===== config.mk =====
export PLATFORM = sky130hd
export DESIGN_NAME = lsu
export DESIGN_NICKNAME = d
export VERILOG_FILES = /design/src/rtl/lsu_pkg.sv /design/src/rtl/lsu_lane.sv /design/src/rtl/lsu.sv
export SDC_FILE = /design/constraint.sdc
export NUM_CORES = 1
export LEC_CHECK = 0
export ABC_AREA = 1
export CAP_MARGIN = 20
export CELL_PAD_IN_SITES_DETAIL_PLACEMENT = 0
export CELL_PAD_IN_SITES_GLOBAL_PLACEMENT = 1
export CORE_ASPECT_RATIO = 0.8
export CORE_MARGIN = 2
export CORE_UTILIZATION = 33
export CTS_BUF_LIST = sky130_fd_sc_hd__clkbuf_16
export CTS_CLUSTER_DIAMETER = 50
export CTS_CLUSTER_SIZE = 20
export DETAILED_ROUTE_END_ITERATION = 10
export PLACE_DENSITY_LB_ADDON = 0.08
export SLEW_MARGIN = 5
export SYNTH_ARGS = -nofsm -noshare
export SYNTH_HDL_FRONTEND = slang
export SYNTH_SLANG_ARGS = --single-unit

===== constraint.sdc =====
create_clock -name clk -period 3.9 [get_ports clk]
set_input_delay 0.585 -clock clk [delete_from_list [all_inputs] [get_ports clk]]
set_output_delay 0.585 -clock clk [all_outputs]
set_load 0.1 [all_outputs]

===== src/rtl/lsu_pkg.sv =====
// lsu_pkg: shared funct3 codes, FSM states, error codes and request legality check
package lsu_pkg;

    localparam logic [2:0] F3_B  = 3'b000;
    localparam logic [2:0] F3_H  = 3'b001;
    localparam logic [2:0] F3_W  = 3'b010;
    localparam logic [2:0] F3_BU = 3'b100;
    localparam logic [2:0] F3_HU = 3'b101;

    typedef enum logic [1:0] {
        IDLE,
        READ,
        WRITE,
        RESP
    } lsu_state_e;

    typedef enum logic [1:0] {
        OK         = 2'b00,
        MISALIGNED = 2'b01,
        FAULT      = 2'b10,
        ILLEGAL    = 2'b11
    } lsu_err_e;

    // Stores have no unsigned variants, so only B/H/W are legal for them.
    function automatic logic f3_legal(input logic we, input logic [2:0] f3);
        return we ? (f3 == F3_B || f3 == F3_H || f3 == F3_W)
                  : (f3 == F3_B || f3 == F3_H || f3 == F3_W || f3 == F3_BU || f3 == F3_HU);
    endfunction

endpackage


===== src/rtl/lsu_lane.sv =====
// lsu_lane: byte/halfword lane extraction with extension for loads, lane merge for stores
module lsu_lane
    import lsu_pkg::*;
(
    input  logic [31:0] word,
    input  logic [1:0]  offset,
    input  logic [2:0]  funct3,
    input  logic [31:0] wdata,
    output logic [31:0] load_data,
    output logic [31:0] store_word
);

    logic [4:0]  shift;
    logic [31:0] lane;
    logic [31:0] mask;

    // Shift the addressed lane down for loads and build the lane mask for stores.
    always_comb begin
        shift      = {offset, 3'b000};
        lane       = word >> shift;
        load_data  = funct3 == F3_B  ? {{24{lane[7]}}, lane[7:0]}   :
                     funct3 == F3_BU ? {24'h0, lane[7:0]}           :
                     funct3 == F3_H  ? {{16{lane[15]}}, lane[15:0]} :
                     funct3 == F3_HU ? {16'h0, lane[15:0]}          : word;
        mask       = (funct3[1:0] == 2'b00 ? 32'h0000_00FF :
                      funct3[1:0] == 2'b01 ? 32'h0000_FFFF : 32'hFFFF_FFFF) << shift;
        store_word = (word & ~mask) | ((wdata << shift) & mask);
    end

endmodule


===== src/rtl/lsu.sv =====
// lsu: single-outstanding RV32I load/store unit driving a word-wide RAM port
module lsu
    import lsu_pkg::*;
#(
    parameter int unsigned MEM_SIZE   = 4096,
    parameter logic [31:0] START_ADDR = 32'h0
) (
    input  logic        clk,
    input  logic        rst_n,
    input  logic        req_valid,
    output logic        req_ready,
    input  logic        req_we,
    input  logic [2:0]  req_funct3,
    input  logic [31:0] req_addr,
    input  logic [31:0] req_wdata,
    output logic        rsp_valid,
    input  logic        rsp_ready,
    output logic [31:0] rsp_rdata,
    output logic [1:0]  rsp_err,
    output logic [31:0] mem_addr,
    input  logic [31:0] mem_rdata,
    output logic        mem_we,
    output logic [31:0] mem_wdata
);

    localparam logic [32:0] LO = {1'b0, START_ADDR};
    localparam logic [32:0] HI = {1'b0, START_ADDR} + 33'(MEM_SIZE) - 33'd1;

    lsu_state_e  state, state_n;
    lsu_err_e    err_q, chk_err;
    logic        we_q;
    logic [2:0]  f3_q;
    logic [31:0] addr_q;
    logic [31:0] wword_q;
    logic [31:0] rdata_q;
    logic [31:0] load_data;
    logic [31:0] store_word;
    logic [32:0] word_lo;
    logic [32:0] word_hi;
    logic [33:0] below;
    logic        misaligned;
    logic        fault;

    lsu_lane u_lane (
        .word      (mem_rdata),
        .offset    (addr_q[1:0]),
        .funct3    (f3_q),
        .wdata     (wword_q),
        .load_data (load_data),
        .store_word(store_word)
    );

    // Classify the incoming request; 33/34-bit math keeps addr+3 and the lower bound from wrapping.
    always_comb begin
        word_lo    = {1'b0, req_addr[31:2], 2'b00};
        word_hi    = word_lo + 33'd3;
        below      = {1'b0, word_lo} - {1'b0, LO};
        misaligned = (req_funct3[1:0] == 2'b01 && req_addr[0]) ||
                     (req_funct3[1:0] == 2'b10 && req_addr[1:0] != 2'b00);
        fault      = below[33] || word_hi > HI;
        chk_err    = !f3_legal(req_we, req_funct3) ? ILLEGAL    :
                     misaligned                    ? MISALIGNED :
                     fault                         ? FAULT      : OK;
    end

    // State register.
    always_ff @(posedge clk) begin
        if (!rst_n)
            state <= IDLE;
        else
            state <= state_n;
    end

    // Latch the request on accept, then capture the load result or merged store word in READ.
    always_ff @(posedge clk) begin
        if (!rst_n) begin
            we_q    <= 1'b0;
            f3_q    <= 3'b000;
            addr_q  <= 32'h0;
            wword_q <= 32'h0;
            rdata_q <= 32'h0;
            err_q   <= OK;
        end else if (state == IDLE && req_valid) begin
            we_q    <= req_we;
            f3_q    <= req_funct3;
            addr_q  <= req_addr;
            wword_q <= req_wdata;
            rdata_q <= 32'h0;
            err_q   <= chk_err;
        end else if (state == READ) begin
            if (we_q)
                wword_q <= store_word;
            else
                rdata_q <= load_data;
        end
    end

    // Next state and RAM/handshake outputs; mem_we is gated with rst_n so a reset in WRITE never commits.
    always_comb begin
        state_n   = state;
        req_ready = 1'b0;
        rsp_valid = 1'b0;
        mem_addr  = 32'h0;
        mem_we    = 1'b0;
        mem_wdata = 32'h0;
        case (state)
            IDLE: begin
                req_ready = 1'b1;
                if (req_valid)
                    state_n = chk_err != OK                  ? RESP  :
                              req_we && req_funct3 == F3_W   ? WRITE : READ;
            end
            READ: begin
                mem_addr = {addr_q[31:2], 2'b00};
                state_n  = we_q ? WRITE : RESP;
            end
            WRITE: begin
                mem_addr  = {addr_q[31:2], 2'b00};
                mem_we    = rst_n;
                mem_wdata = wword_q;
                state_n   = RESP;
            end
            default: begin
                rsp_valid = 1'b1;
                if (rsp_ready)
                    state_n = IDLE;
            end
        endcase
    end

    assign rsp_rdata = rdata_q;
    assign rsp_err   = err_q;

endmodule

-- Yosys cells after proc, flatten, opt, wreduce, memory -nomap -nowiden
Cells that the tools add are included.
- add/subtract/negate cells: 1
- order comparisons: 1
- eq/ne operators: 13
- shifts and indexed selects: 3
- multiplexer cells: 24
- bitwise logic cells: 6
- reductions and logical operators: 24
- operators by type and width (kind ; count):
    2-to-1 mux 32 bit ; 11
    AND 32 bit ; 2
    << shifter 32 x 5 -> 32 bit ; 2
    adder 32 x 2 -> 33 bit, second input constant ; 1
    > comparator 33 x 12 -> 1 bit, second input constant ; 1
    inverter 32 bit ; 1
    bitwise OR 32 bit ; 1
    right shift 32 x 5 -> 16 bit ; 1
    2-to-1 mux 2 bit ; 7
    equality test 3 bit, second input constant ; 4
    nonzero test 2 bit ; 4
    equality test 2 x 1 -> 1 bit, second input constant ; 3
    equality test 3 x 1 -> 1 bit, second input constant ; 2
    logical NOT 3 bit ; 2
    case mux 2 bit (3 select lines) ; 1
    AND reduction 2 bit ; 3
    logical OR 1 bit ; 5
    2-to-1 mux 1 bit ; 5
    equality test 2 bit, second input constant ; 2
    logical AND 1 bit ; 4
    logical NOT 2 bit ; 2
    nonzero test 4 bit ; 1
    OR reduction 2 bit ; 2
    equality test 3 x 2 -> 1 bit, second input constant ; 1
    3 further kinds ; 4
- bits in registers: 104
- bits of input ports: 104
- output and inout port bits: 101

-- Depth between registers and ports, before layout
Gate-level depths: netlist of the first run.
- depth in word-level cells: 11
- mapped depth: 11
- gate-level depth less buffers: 10

-- Modules after synthesis
From an unflattened synthesis of the first run, not the netlist that was laid out.
- cell total of the unflattened synthesis: 1085
- area total of the unflattened synthesis: 6184.7 um2
- modules (own cells, without submodules) (module ; instances ; cells an instance ; area each (um2) ; sequential area each (um2)):
    lsu ; 1 ; 706 ; 4621.9 ; 2082.0
    lsu_lane ; 1 ; 379 ; 1562.7 ; 0.0

-- Worst setup path before layout of the first run
Ideal clock, no wire load.
- path type: flip-flop to flip-flop
- start point: reg state[0]
- end point: reg rdata_q[13] (netlist: rsp_rdata[13])
- library setup time: 0.109 ns
- data arrival time: 2.408 ns
- required time: 3.791 ns
- setup slack: 1.383 ns
- cell stages (with the launch flop): 11
- clock period less this slack: 2.517 ns
- path through: dfxtp_1 inv_1 ha_1 nand2_1 inv_1 nor2_2 inv_1 clkbuf_1 nor2_1 nand2_1 inv_1
- cells in the longest elaborated chain, start to end: 3
- elaborated cells on any way between the ends: 5
- classes of those cells: eq/ne (1); reduce/logical (4)
- ends and longest elaborated chain (what ; RTL line ; source):
    from (decl) ; lsu.sv:29 ; lsu_state_e state, state_n;
    from (signal assigned) ; lsu.sv:71 ; state <= state_n;
    logical NOT 2 bit ; lsu.sv:83 ; end else if (state == IDLE && req_valid) begin
    logical AND 1 bit ; lsu.sv:83 ;
    OR reduction 2 bit (no source line) ; n/a ;
    to (signal assigned) ; lsu.sv:94 ; rdata_q <= load_data;
    to (decl) ; lsu.sv:35 ; logic [31:0] rdata_q;
Several ways; a longest one is shown, not always the timed one.
A chain may end at the register's enable or synchronous reset.

-- Worst setup path in the final report of the first run
- start point: reg state[0]
- end point: out mem_wdata[8]
- cells in the longest elaborated chain, start to end: 2
- ends and longest elaborated chain (what ; RTL line ; source):
    equality test 2 bit ; lsu.sv:106 ; case (state)
    2-to-1 mux 32 bit ; lsu.sv:106 ;
    to (decl) ; lsu.sv:23 ; output logic [31:0] mem_wdata
Every way passes these cells.

==> results of run 1 <==
[cell type report]
type	instances	share of cell area, %
inverter	123	5.81
clock inverter	7	0.768
timing repair buffer	213	24.3
clock buffer	9	2.82
tap	225	3.52
sequential	104	26.1
multi-input combinational	624	36.7
[cell families (layout without fill, tap and decap cells)]
family / after synthesis / in the layout
flops: 104 / 104
buf+inv: 181 / 352
compound gates: 280 / 280
mux: 1 / 1
fa+ha+maj: 4 / 4
simple gates: 337 / 337
other cells: 1 / 2
[stage by stage]
stage / std cells / power [mW] / cell area [um2] / utilization, %
3_5_place_dp: 1289 / 5.34 / 7700 / 44.9
5_1_grt: 1305 / 6.63 / 7990 / 46.5
6_report: 1305 / 6.24 / 7990 / 46.5
2_1_floorplan: 909 / 4.41 / 5730 / -
3_3_place_gp: 1289 / 5.35 / 7700 / 44.9
4_1_cts: 1305 / 6.27 / 7990 / 46.5
[tightest hold or removal path, cell delays in order (launching register included)]
cell and delay (ns):
dfxtp_1 0.31, nand2_1 0.06, a21oi_1 0.05
[placed cells by master (no fill, tap or decap), types with 5 or more instances in the layout]
cell type        count
a21o_1               5
a21oi_1             75
a31oi_1             16
buf_4               74
clkbuf_16            9
clkdlybuf4s50_1    138
dfxtp_1            104
inv_1              115
inv_2                7
nand2_1            210
nand3_1              8
nor2_1             105
o211ai_1            15
o21ai_0            139
o21ai_1             10
o221ai_1             7
o22ai_1              7
[final timing paths]
| check | to | depth (start not counted) | start | slack (ns) |
|---|---|---|---|---|
| setup / recovery | mem_wdata[8] | 6 | state[0]$_SDFFE_PN0P_ | 1.0 |
| hold / removal | rsp_rdata[21]$_SDFFE_PP0P_ | 2 | rsp_rdata[21]$_SDFFE_PP0P_ | 0.47 |
| setup reg to reg | flip-flop | 9 | state[0]$_SDFFE_PN0P_ | 1.51 |
| hold reg to reg | rsp_rdata[21]$_SDFFE_PP0P_ | 2 | rsp_rdata[21]$_SDFFE_PP0P_ | 0.47 |
[where the power goes]
| group | leakage, nW | switching (mW) | total [mW] | internal [mW] |
|---|---|---|---|---|
| Sequential | 0.856 | 0.245 | 1.63 | 1.39 |
| Clock | 0.144 | 0.416 | 0.909 | 0.493 |
| Combinational | 2.81 | 2.82 | 3.70 | 0.884 |
[layer usage]
metal / track usage [%] / up-vias
li1: - / 3261
met1: 33.6 / 2945
met2: 31.4 / 221
met3: 4.91 / 14
met4: 4.26 / 0
met5: 0 / -
==> flow_metrics.tcl, run 1 <==
set metrics [dict create \
    row_count 43 \
    syn_inst 908 \
    synth_ff_type "dfxtp_1" \
    slowest_stage "ha_1" \
    yosysTopAreaCell "dfxtp_1" \
    path_cells "inv_1, ha_1, buf_4, nand2_1, inv_1, buf_4" \
    synth-seq-cells 104 \
    dieArea_mm2 0.0184 \
    skew_ns 0.00705 \
    p_leak_nw 3.81 \
    hpwl_mm 15.3 \
    post_cts_resized 0 \
    wirelength_mm 20.3 \
    slew_viol_final 0 \
    muxShareOfSynthArea_pct 0.175 \
    synth.most_common_cell "nand2_1" \
    grt_pass1_vias 5798 \
    max_freq_mhz 345 \
    outcome "finished, final reports clean" \
    rsz0062_at_grt "false" \
    grt.overflow.total 0 \
    max-clock-path-buffers 2 \
    whs_ns 0.466 \
    synth_area_leaders "dfxtp_1 36%, nand2_1 14%, o21ai_0 12%" \
    crit_buf_inv 4 \
    synth-xor-area-share_pct 0 \
    dp_slack_ns 1.29 \
    die_h_um 122 \
    period_needed_ns 2.90 \
    multi_input_area_mm2 0.00293 \
    syn-mean-instance-area_um2 6.30 \
    cts_max_level 3 \
    tightest_slew_ns 0.990 \
    synth_fa_ha_area_share_pct 0.875 \
    nets 1183 \
    setup_ws_ns 0.999 \
    setup_violations 0 \
    dr.pass1.iters 5 \
    cts_setup_buffers 0 \
    antenna_cells 0 \
    arrival_ns 2.32 \
    vdd_ir_drop_max_mv 0.422 \
    slew-limit-headroom_pct 33.8 \
    ios 205 \
    vias_per_cell 4.94 \
    synth_top_area_share_pct 36.4 \
    core_mm2 0.0172 \
    drc 0 \
    cts_tree "yes" \
    ys_top_cells_by_count "211 x nand2_1, 139 x o21ai_0, 116 x inv_1" \
    hold_viol 0 \
    via_count 6441 \
    tns_ns 0 \
    wl_met3_mm 1.34 \
    async_reset_ff_share_pct 0 \
    fill_cells 1839 \
    cp.required_ns 3.31 \
    netlist_area_mm2 0.00572 \
    place_congestion 0.902 \
    synth_compound_area_share_pct 27.1 \
    areaGrowthSynthToFinish_pct 39.6 \
    end_kind "primary output" \
    numCtsBuffers 9 \
    track_usage_pct 22.0 \
    root_buffer "clkbuf_16" \
    wl_met1_mm 10.3 \
    synth_edf_count 0 \
    grt_max_degree 42 \
    hold_buffers 0 \
    yosysUniqueCellTypes 36 \
    path_max_fanout 25 \
    initial_core_util_pct 33.3 \
    die_w_um 151 \
    seqCellArea_mm2 0.00208 \
    port_buffers 202 \
    crit_type "flip-flop to primary output" \
    synth-simple-area-share_pct 22.9 \
    cap_violations 0 \
    wl_per_cell_um 15.5 \
    drt_iter0_drc 377 \
    p_per_area_mw_per_mm2 781 \
    synth_warnings 0 \
    cpLargestDelayFamily "adder cells" \
    synth_top_family_by_area "compound AO/OA/AOI/OAI gates" \
    grt_pass1_wl_mm 31.4 \
    top_layer "met4" \
    clock_sinks 104 \
    start_kind "flip-flop" \
    ant_nets 0 \
    clkSlewWorstSetupHoldPaths_ns 0.07 \
    antenna_found_initial 0 \
    wl_met2_mm 8.48 \
    cpPeakStageDelay_ns 0.79 \
    worstSkewPairLatency_ns 0.35 \
    hp-class "flip-flop to flip-flop" \
    fin_crit_sh_pct 74.4 \
    seq_area_frac_synth_pct 36.4 \
    drive_gt1_share_pct 10.2 \
]
Note: power is estimated with default switching activity, not from simulation.
==> run 2, diff against run 1 <==
- CORE_UTILIZATION: 33 -> 30
- clock period: 3.9 -> 2.8 ns (I/O delays scaled with it)
==> flow_metrics.tcl, run 2 (same netlist as run 1, synthesis figures left out) <==
set metrics [dict create \
    hold_viol 0 \
    setup_violations 0 \
    clkSlewWorstSetupHoldPaths_ns 0.08 \
    gr-usage-met2_pct 29.7 \
    core_mm2 0.0189 \
    cts_tree "yes" \
    drive_gt1_share_pct 13.9 \
    reg2reg_depth 9 \
    skew_ns 0.00838 \
    grt_pass1_wl_mm 33.0 \
    dieArea_mm2 0.0202 \
    via_count 6451 \
    fin_crit_sh_pct 81.9 \
    vias_per_cell 4.81 \
    final_cell_mix "210 x nand2_1, 139 x o21ai_0, 115 x inv_1" \
    cts_max_level 3 \
    crit_type "flip-flop to primary output" \
    setup_ws_ns 0.507 \
    grt_use_met1_pct 32.4 \
    critical_path.startpoint "state[0]$_SDFFE_PN0P_" \
    cpLargestDelayFamily "buffers and inverters" \
    cap_violations 0 \
    power_mw 9.20 \
    slowest_stage "dfxtp_1" \
    utilization_pct 46.5 \
    vdd_ir_drop_max_mv 0.500 \
    post_cts_resized 0 \
    antenna_cells 0 \
    slew-limit-headroom_pct 47.3 \
    setup.worst_path.end "mem_addr[16]" \
    min_from "rsp_rdata[26]$_SDFFE_PP0P_" \
    outcome "finished, final reports clean" \
    rsz0062_at_grt "false" \
    port_buffers 202 \
    hold_buffers 0 \
    fill_cells 2002 \
    p_leak_nw 4.07 \
    initial_core_util_pct 30.3 \
    ant_nets 0 \
    track_usage_pct 21.2 \
    tightest_slew_ns 0.791 \
    crit_buf_inv 4 \
    placed_area_mm2 0.00849 \
    drt_iter0_drc 475 \
    dp_slack_ns 0.551 \
    design_area_mm2 0.00877 \
    met3_usage_pct 4.99 \
    place_congestion 0.884 \
    ios 205 \
    wirelength_mm 21.2 \
    max_freq_mhz 436 \
    path_depth 6 \
    grt.overflow.total 0 \
    max-clock-path-buffers 2 \
    wl_per_cell_um 15.8 \
    crit_path_frequent_cell "inv_1" \
    tns_ns 0 \
    start_kind "flip-flop" \
    grt_pass1_vias 5906 \
    gr-max-usage-layer "met1" \
    path_max_fanout 32 \
    path_cells "inv_1, ha_1, buf_4, nand2_1, inv_1, buf_12" \
    cp.required_ns 2.38 \
    cts_setup_buffers 0 \
    clock_sinks 104 \
    die_h_um 128 \
    slew_viol_final 0 \
    r2r-start "state[0]$_SDFFE_PN0P_" \
    end_kind "primary output" \
    p_per_area_mw_per_mm2 1050 \
    areaGrowthSynthToFinish_pct 53.2 \
    die_w_um 158 \
    dr.pass1.iters 5 \
    worstSkewPairLatency_ns 0.36 \
    rrSetupSlack_ns 0.59 \
    row_count 45 \
    hp-class "flip-flop to flip-flop" \
    final_common_cell "nand2_1" \
    root_buffer "clkbuf_16" \
    nets 1186 \
    antenna_found_initial 0 \
    hpwl_mm 16.3 \
    grt_max_degree 51 \
    period_needed_ns 2.29 \
    arrival_ns 1.87 \
    numCtsBuffers 9 \
    drc 0 \
    cpPeakStageDelay_ns 0.40 \
]
-- run 2: cell types whose count changed in the layout (fill, tap and decap cells not counted), sizes merged --
cell / previous run / this run
clkinv: 5 / 3
bufinv: 1 / 0
buf: 75 / 114
inv: 124 / 126
clkdlybuf4s50: 138 / 102
clkinvlp: 0 / 1
-- run 2: stage by stage --
| step | instances | hold WS (ns) |
|---|---|---|
| 2_1_floorplan | 909 | 0.444 |
| 3_3_place_gp | 1325 | 0.462 |
| 3_5_place_dp | 1325 | 0.461 |
| 4_1_cts | 1341 | 0.472 |
| 5_1_grt | 1341 | 0.494 |
| 6_report | 1341 | 0.469 |
-- run 2: worst min-delay path: stages (launching register included) --
cell	delay [ns]
dfxtp_1	0.31
nand2_1	0.06
a21oi_1	0.05
-- run 2: layer usage --
layer | part of all wire, % | vias up | wire length (um)
met1 | 51 | 2969 | 10800
met5 | 0 | - | 0
met4 | 1.1 | 0 | 240
li1 | - | 3260 | -
met2 | 41 | 204 | 8820
met3 | 6.3 | 18 | 1340
-- run 2: layout make-up --
class | instances | area [um2] | share of cell area, %
Multi-Input combinational cell | 624 | 2930 | 33.4
Timing Repair Buffer | 216 | 2690 | 30.7
Sequential cell | 104 | 2080 | 23.8
Inverter | 123 | 464 | 5.30
Tap cell | 258 | 323 | 3.68
Clock buffer | 9 | 225 | 2.57
Clock inverter | 7 | 52.6 | 0.599
-- run 2: report_power, final --
group / internal (mW) / switching, mW
clock network: 0.613 / 0.627
logic: 1.63 / 4.08
registers: 1.93 / 0.318
-- run 2: worst min-delay path by stage --
stage               depth (start not counted)                         end
floorplan                                   2           we_q$_SDFFE_PN0P_
global placement                            2  rsp_rdata[27]$_SDFFE_PP0P_
detailed placement                          2  rsp_rdata[26]$_SDFFE_PP0P_
CTS                                         2  rsp_rdata[26]$_SDFFE_PP0P_
global route                                2  rsp_rdata[21]$_SDFFE_PP0P_
finish                                      2  rsp_rdata[26]$_SDFFE_PP0P_
==> RTL change 1 (config.mk and constraints of run 1) <==
The 4 states of `lsu_state_e` get a Gray code encoding in 2 bits.
--- a/src/rtl/lsu_pkg.sv
+++ b/src/rtl/lsu_pkg.sv
@@ -8,10 +8,10 @@
     localparam logic [2:0] F3_HU = 3'b101;
 
     typedef enum logic [1:0] {
-        IDLE,
-        READ,
-        WRITE,
-        RESP
+        IDLE  = 2'b00,
+        READ  = 2'b01,
+        WRITE = 2'b11,
+        RESP  = 2'b10
     } lsu_state_e;
 
     typedef enum logic [1:0] {
Function: no difference found for any inputs over 4 cycles, from zero or initial values and one cycle with rst_n low; so few cycles prove little.
==> RTL change 1 against run 1 <==
- die area rose by 1.4%
- sequential cell count unchanged
- non-clock buffer count fell by 5
- cell area increased by 5.3%
- wire length rose by 6.4%
- first-iteration DRC count increased by 40%
- worst setup slack lost 0.028 ns
- area after synthesis increased by 1.4%
- core utilization rose by 2.1 points
- critical path depth up 1
Power is not compared: it rests on default switching activity, and its combinational part moved more than twofold at a synthesized area within 25%.
==> RTL change 1: results (changes against run 1) <==
* Status: complete, no violations (unchanged)
* Wire length of the first global-routing pass at 33690 microns (was 31400 microns)
* Post-synth cell types at 40 (was 36)
* WL/cell at 16.96 microns (was 15.53 microns)
* GR Util met2 at 31.93% (was 31.39%)
* Relative slew slack at 25.46% (was 33.77%)
* Vias in the first global route at 6002 (was 5798)
* I/O Buffers at 202 (unchanged)
* Sequential share of the synthesized area at 35.89% (was 36.39%)
* Clk slew on worst S/H paths at 0.07 ns (about the same)
* Critical path's slowest cell: dfxtp_1 (was ha_1)
* CP peak stage delay at 1.06 ns (was 0.79 ns)
* GR Util met1 at 35.44% (was 33.63%)
* Routed vias at 6321 (was 6441)
* Cells after DPL at 1256 (was 1289)
* Largest net degree at the start of global routing at 81 (was 42)
* Met3 Wirelength at 1516 microns (was 1341 microns)
* Mean post-synth cell area at 6.585 sq um (was 6.301 sq um)
* Placed instance area at 8109 sq um (was 7701 sq um)
* Final net count at 1147 (was 1183)
* First-pass iteration count of the detailed router at 5 (unchanged)
* Commonest cells post-synth: nand2_1 (145), nor2_1 (119), inv_1 (114), o21ai_0 (114), dfxtp_1 (104) (was nand2_1 (211), o21ai_0 (139), inv_1 (116), nor2_1 (105), dfxtp_1 (104))
* Crit-path max FO at 33 (was 25)
* Leakage Power at roughly 3.6 nW
* CP Data Arrival Time at 3.17 ns (was 2.32 ns)
* Clock Skew at 0.004528 ns (was 0.007051 ns)
* 1st-iter DRT viols at 526 (was 377)
* Family with the most delay on the worst path: flip-flops (was adder cells)
* Total track usage at 23.02% (was 21.97%)
* Synth top area cells: dfxtp_1 (36%), o21ai_0 (9.8%), nand2_1 (9.4%), nor2_1 (7.7%), inv_1 (7.4%) (was dfxtp_1 (36%), nand2_1 (14%), o21ai_0 (12%), inv_1 (7.6%), nor2_1 (6.9%))
* CTS Buffer Depth at 2 (unchanged)
* Met3 Usage GRT at 5.650% (was 4.906%)
* Ratio of cells with drive above 1 in the final layout at 11.19% (was 10.19%)
* DP Wirelength at 16200 microns (was 15340 microns)
* FFs w/ async S/R, synth at 0% (unchanged)
* Root Buffer: clkbuf_16 (unchanged)
* Seq power at 1.21 mW
* Highest Signal Layer: met4 (unchanged)
* Filler cells at 1803 (was 1839)
* WL met2 at 8404 microns (was 8479 microns)
* Metal-1 WL at 11390 microns (was 10290 microns)
* Vias per cell at 4.973 (was 4.936)
* Routability-driven placement congestion ratio at 0.8647 (was 0.9019)
==> RTL change 1: cell types whose count changed in the layout (fill, tap and decap cells not counted), moves of 7 or more <==
cell	run 1	this run
nand2_1	210	145
nor2_1	105	119
o21ai_2	1	11
o22ai_1	7	15
o211ai_1	15	29
o21a_1	0	8
buf_12	0	33
a21oi_1	75	82
buf_4	74	36
o21ai_0	139	114
nand3_1	8	18
==> RTL change 1: tightest hold or removal path, cell delays in order (launching register included) <==
cell and delay [ns]:
dfxtp_1 0.31, nand2_1 0.06, a21oi_1 0.05
==> RTL change 1: metrics by stage <==
step,worst slack (ns),util [%]
6_report,0.9708,48.69
4_1_cts,0.8789,48.60
5_1_grt,0.7445,48.69
3_3_place_gp,1.051,46.95
3_5_place_dp,1.034,46.95
2_1_floorplan,1.236,-
==> RTL change 1: area by class of cell <==
| type | instances | area, sq um | area share, % |
|---|---|---|---|
| clock buffer | 9 | 225.2 | 2.679 |
| tap | 225 | 281.5 | 3.348 |
| sequential | 104 | 2082 | 24.76 |
| clock inverter | 5 | 58.81 | 0.6994 |
| inverter | 121 | 456.7 | 5.432 |
| multi-input combinational | 599 | 2982 | 35.46 |
| timing repair buffer | 208 | 2322 | 27.62 |
==> RTL change 1: final timing paths <==
check / to / start / slack, ns / cells past startpoint
worst min register to register: rsp_rdata[24] / rsp_rdata[24] / 0.46 / 2
worst max register to register: flop / addr_q[0] / 0.97 / 7
worst max-delay path: flop / addr_q[0] / 0.97 / 7
worst min-delay path: rsp_rdata[24] / rsp_rdata[24] / 0.46 / 2
==> RTL change 1: kinds of logic (layout without fill, tap and decap cells) <==
family,after synthesis,in the layout,synth area share (%)
compound gates,301,301,30.21
buf+inv,179,343,12.79
flops,104,104,35.89
other cells,1,2,0.06463
simple gates,296,296,21.05
==> RTL change 2 (config.mk and constraints of run 1) <==
Without the edit above. Change the parameter `MEM_SIZE` from 4096 to 2048.
--- a/src/rtl/lsu.sv
+++ b/src/rtl/lsu.sv
@@ -2,7 +2,7 @@
 module lsu
     import lsu_pkg::*;
 #(
-    parameter int unsigned MEM_SIZE   = 4096,
+    parameter int unsigned MEM_SIZE   = 2048,
     parameter logic [31:0] START_ADDR = 32'h0
 ) (
     input  logic        clk,
Formal check against the unedited RTL: not equivalent (Yosys sat finds a counterexample within 4 cycles, from zero or initial values and one cycle with rst_n low).
==> RTL change 2 against run 1 <==
- worst setup slack improved by 0.054 ns
- core utilization fell by 0.20 points
- clock power up 0.4%
- total power is 2.1% higher
- wire length is 1.9% higher
- cell area decreased by 0.13%
- via count down 4.5%
- area after synthesis increased by 0.83%
- sequential share of layout area about the same
- critical endpoint is now req_ready
- clock skew increased by 0.0029 ns
- sequential cell count unchanged
- register-to-register slack got worse by 0.16 ns
==> RTL change 2: results (changes against run 1) <==
* Setup bufs post-CTS at 0 (unchanged)
* CP Data Arrival Time at 2.26 ns (was 2.32 ns)
* Reg2Reg Depth at 8 (was 9)
* Sequential share of the synthesized area at 36.09% (was 36.39%)
* Filler cells at 1867 (was 1839)
* FFs w/ async S/R, synth at 0% (unchanged)
* Switching fraction of total power at 55.87% (was 55.74%)
* Vias in the first global route at 5780 (was 5798)
* Worst-Skew Late Latency at approximately 0.36 ns
* Maximum vdd drop at 0.5577 mV (was 0.4223 mV)
* Status: complete, no violations (unchanged)
* Non-clk invs at 113 (was 123)
* Wire length of the first global-routing pass at 31730 microns (was 31400 microns)
* Ratio of cells with drive above 1 in the final layout at 11.48% (was 10.19%)
* Post-place setup slack at 1.183 ns (was 1.287 ns)
* First-pass iteration count of the detailed router at 5 (unchanged)
* Commonest cells post-synth: nand2_1 (153), o21ai_0 (124), inv_1 (108), dfxtp_1 (104), nor2_1 (86) (was nand2_1 (211), o21ai_0 (139), inv_1 (116), nor2_1 (105), dfxtp_1 (104))
* Post-synth cell types at 39 (was 36)
* Ant. Diodes at 0 (unchanged)
* 1st-iter DRT viols at 451 (was 377)
* Total track usage at 21.69% (was 21.97%)
* Final Util at 46.34% (was 46.54%)
* Routed vias at 6149 (was 6441)
* DRT Wirelength at 20670 microns (was 20270 microns)
* Launch point of the worst reg-to-reg path: addr_q[0] (was state[0])
* Non-clock buffer count at 214 (was 213)
* ClkCell Share at 3.623% (was 3.587%)
* Comb_multi_in at 581 (was 624)
* Least-Margin Pin Slew at 1.015 ns (was 0.9904 ns)
* # rows at 43 (unchanged)
* Fraction of area in multi-input gates at 36.78% (was 36.70%)
* Root Buffer: clkbuf_16 (unchanged)
* Crit path from: state[0] (unchanged)
* DP Wirelength at 15660 microns (was 15340 microns)
* Resized Gates After CTS at 0 (unchanged)
* Synth top area cells: dfxtp_1 (36%), o21ai_0 (11%), nand2_1 (10%), inv_1 (7.0%), a21oi_1 (6.9%) (was dfxtp_1 (36%), nand2_1 (14%), o21ai_0 (12%), inv_1 (7.6%), nor2_1 (6.9%))
* Clock buffers at 9 (unchanged)
* Largest net degree at the start of global routing at 42 (unchanged)
* Yosys warns at 0 (unchanged)
* Clock Skew at 0.009935 ns (was 0.007051 ns)
* Crit-path max FO at 5 (was 25)
* Initial antenna violation count at 0 (unchanged)
* Hold_sp: addr_q[19] (was rsp_rdata[21])
* FFs & Latches at 104 (unchanged)
* Routability-driven placement congestion ratio at 0.8387 (was 0.9019)
* Final net count at 1131 (was 1183)
* Leakage Power at 3.731 nW (was 3.807 nW)
* Placed instance area at 7689 sq um (was 7701 sq um)
* Non-clock buffer share at 24.44% (was 24.31%)
* Hold Vio Cnt, Final at 0 (unchanged)
[RTL change 2: changes by cell type after synthesis, moves of 8 or more]
cell,delta
a21oi_2,+9
nand3_1,+21
inv_1,-8
clkbuf_1,-9
nand2_1,-58
nor2_1,-19
o21ai_0,-15
[RTL change 2: through the flow]
step / hold WS [ns] / total power [mW] / cells
CTS: 0.4800 / 6.401 / 1253
detailed placement: 0.4685 / 5.471 / 1237
floorplan: 0.4440 / 4.562 / 859
finish: 0.4828 / 6.374 / 1253
global placement: 0.4641 / 5.477 / 1237
global route: 0.5030 / 6.745 / 1253
[RTL change 2: power by group through the flow]
stage          combinational [mW]  clock [mW]  sequential, mW
3_3_place_gp                 3.80           0            1.68
3_5_place_dp                 3.80           0            1.67
6_report                     3.81       0.913            1.65
4_1_cts                      3.81       0.942            1.65
5_1_grt                      4.08       0.972            1.69
2_1_floorplan                2.38           0            2.18
[RTL change 2: metal layers]
layer	routed length, microns	global-route usage, %	up-vias
met5	0	0	-
met4	259	5.491	0
met3	1212	5.297	15
met2	8815	32.29	175
met1	10380	31.45	2803
li1	-	-	3156
[RTL change 2: cell families (layout without fill, tap and decap cells)]
group           Yosys count  in the layout  share of synthesized area, %
flops                   104            104                         36.09
compound gates          291            291                         29.00
simple gates            276            276                         19.43
buf+inv                 174            343                         13.16
mux                       8              8                         1.388
other cells               1              2                       0.06500
fa+ha+maj                 4              4                        0.8675
[RTL change 2: final timing paths]
kind                                      end  slack (ns)
worst max-delay path                req_ready        1.05
worst min-delay path               addr_q[19]        0.48
worst max register to register  rsp_rdata[20]        1.35
worst min register to register     addr_q[19]        0.48
[RTL change 2: critical path, stage by stage, from the launching register on]
cell	delay, ns
dfxtp_1	0.35
inv_1	0.09
ha_1	0.28
clkdlybuf4s50_1	1.18
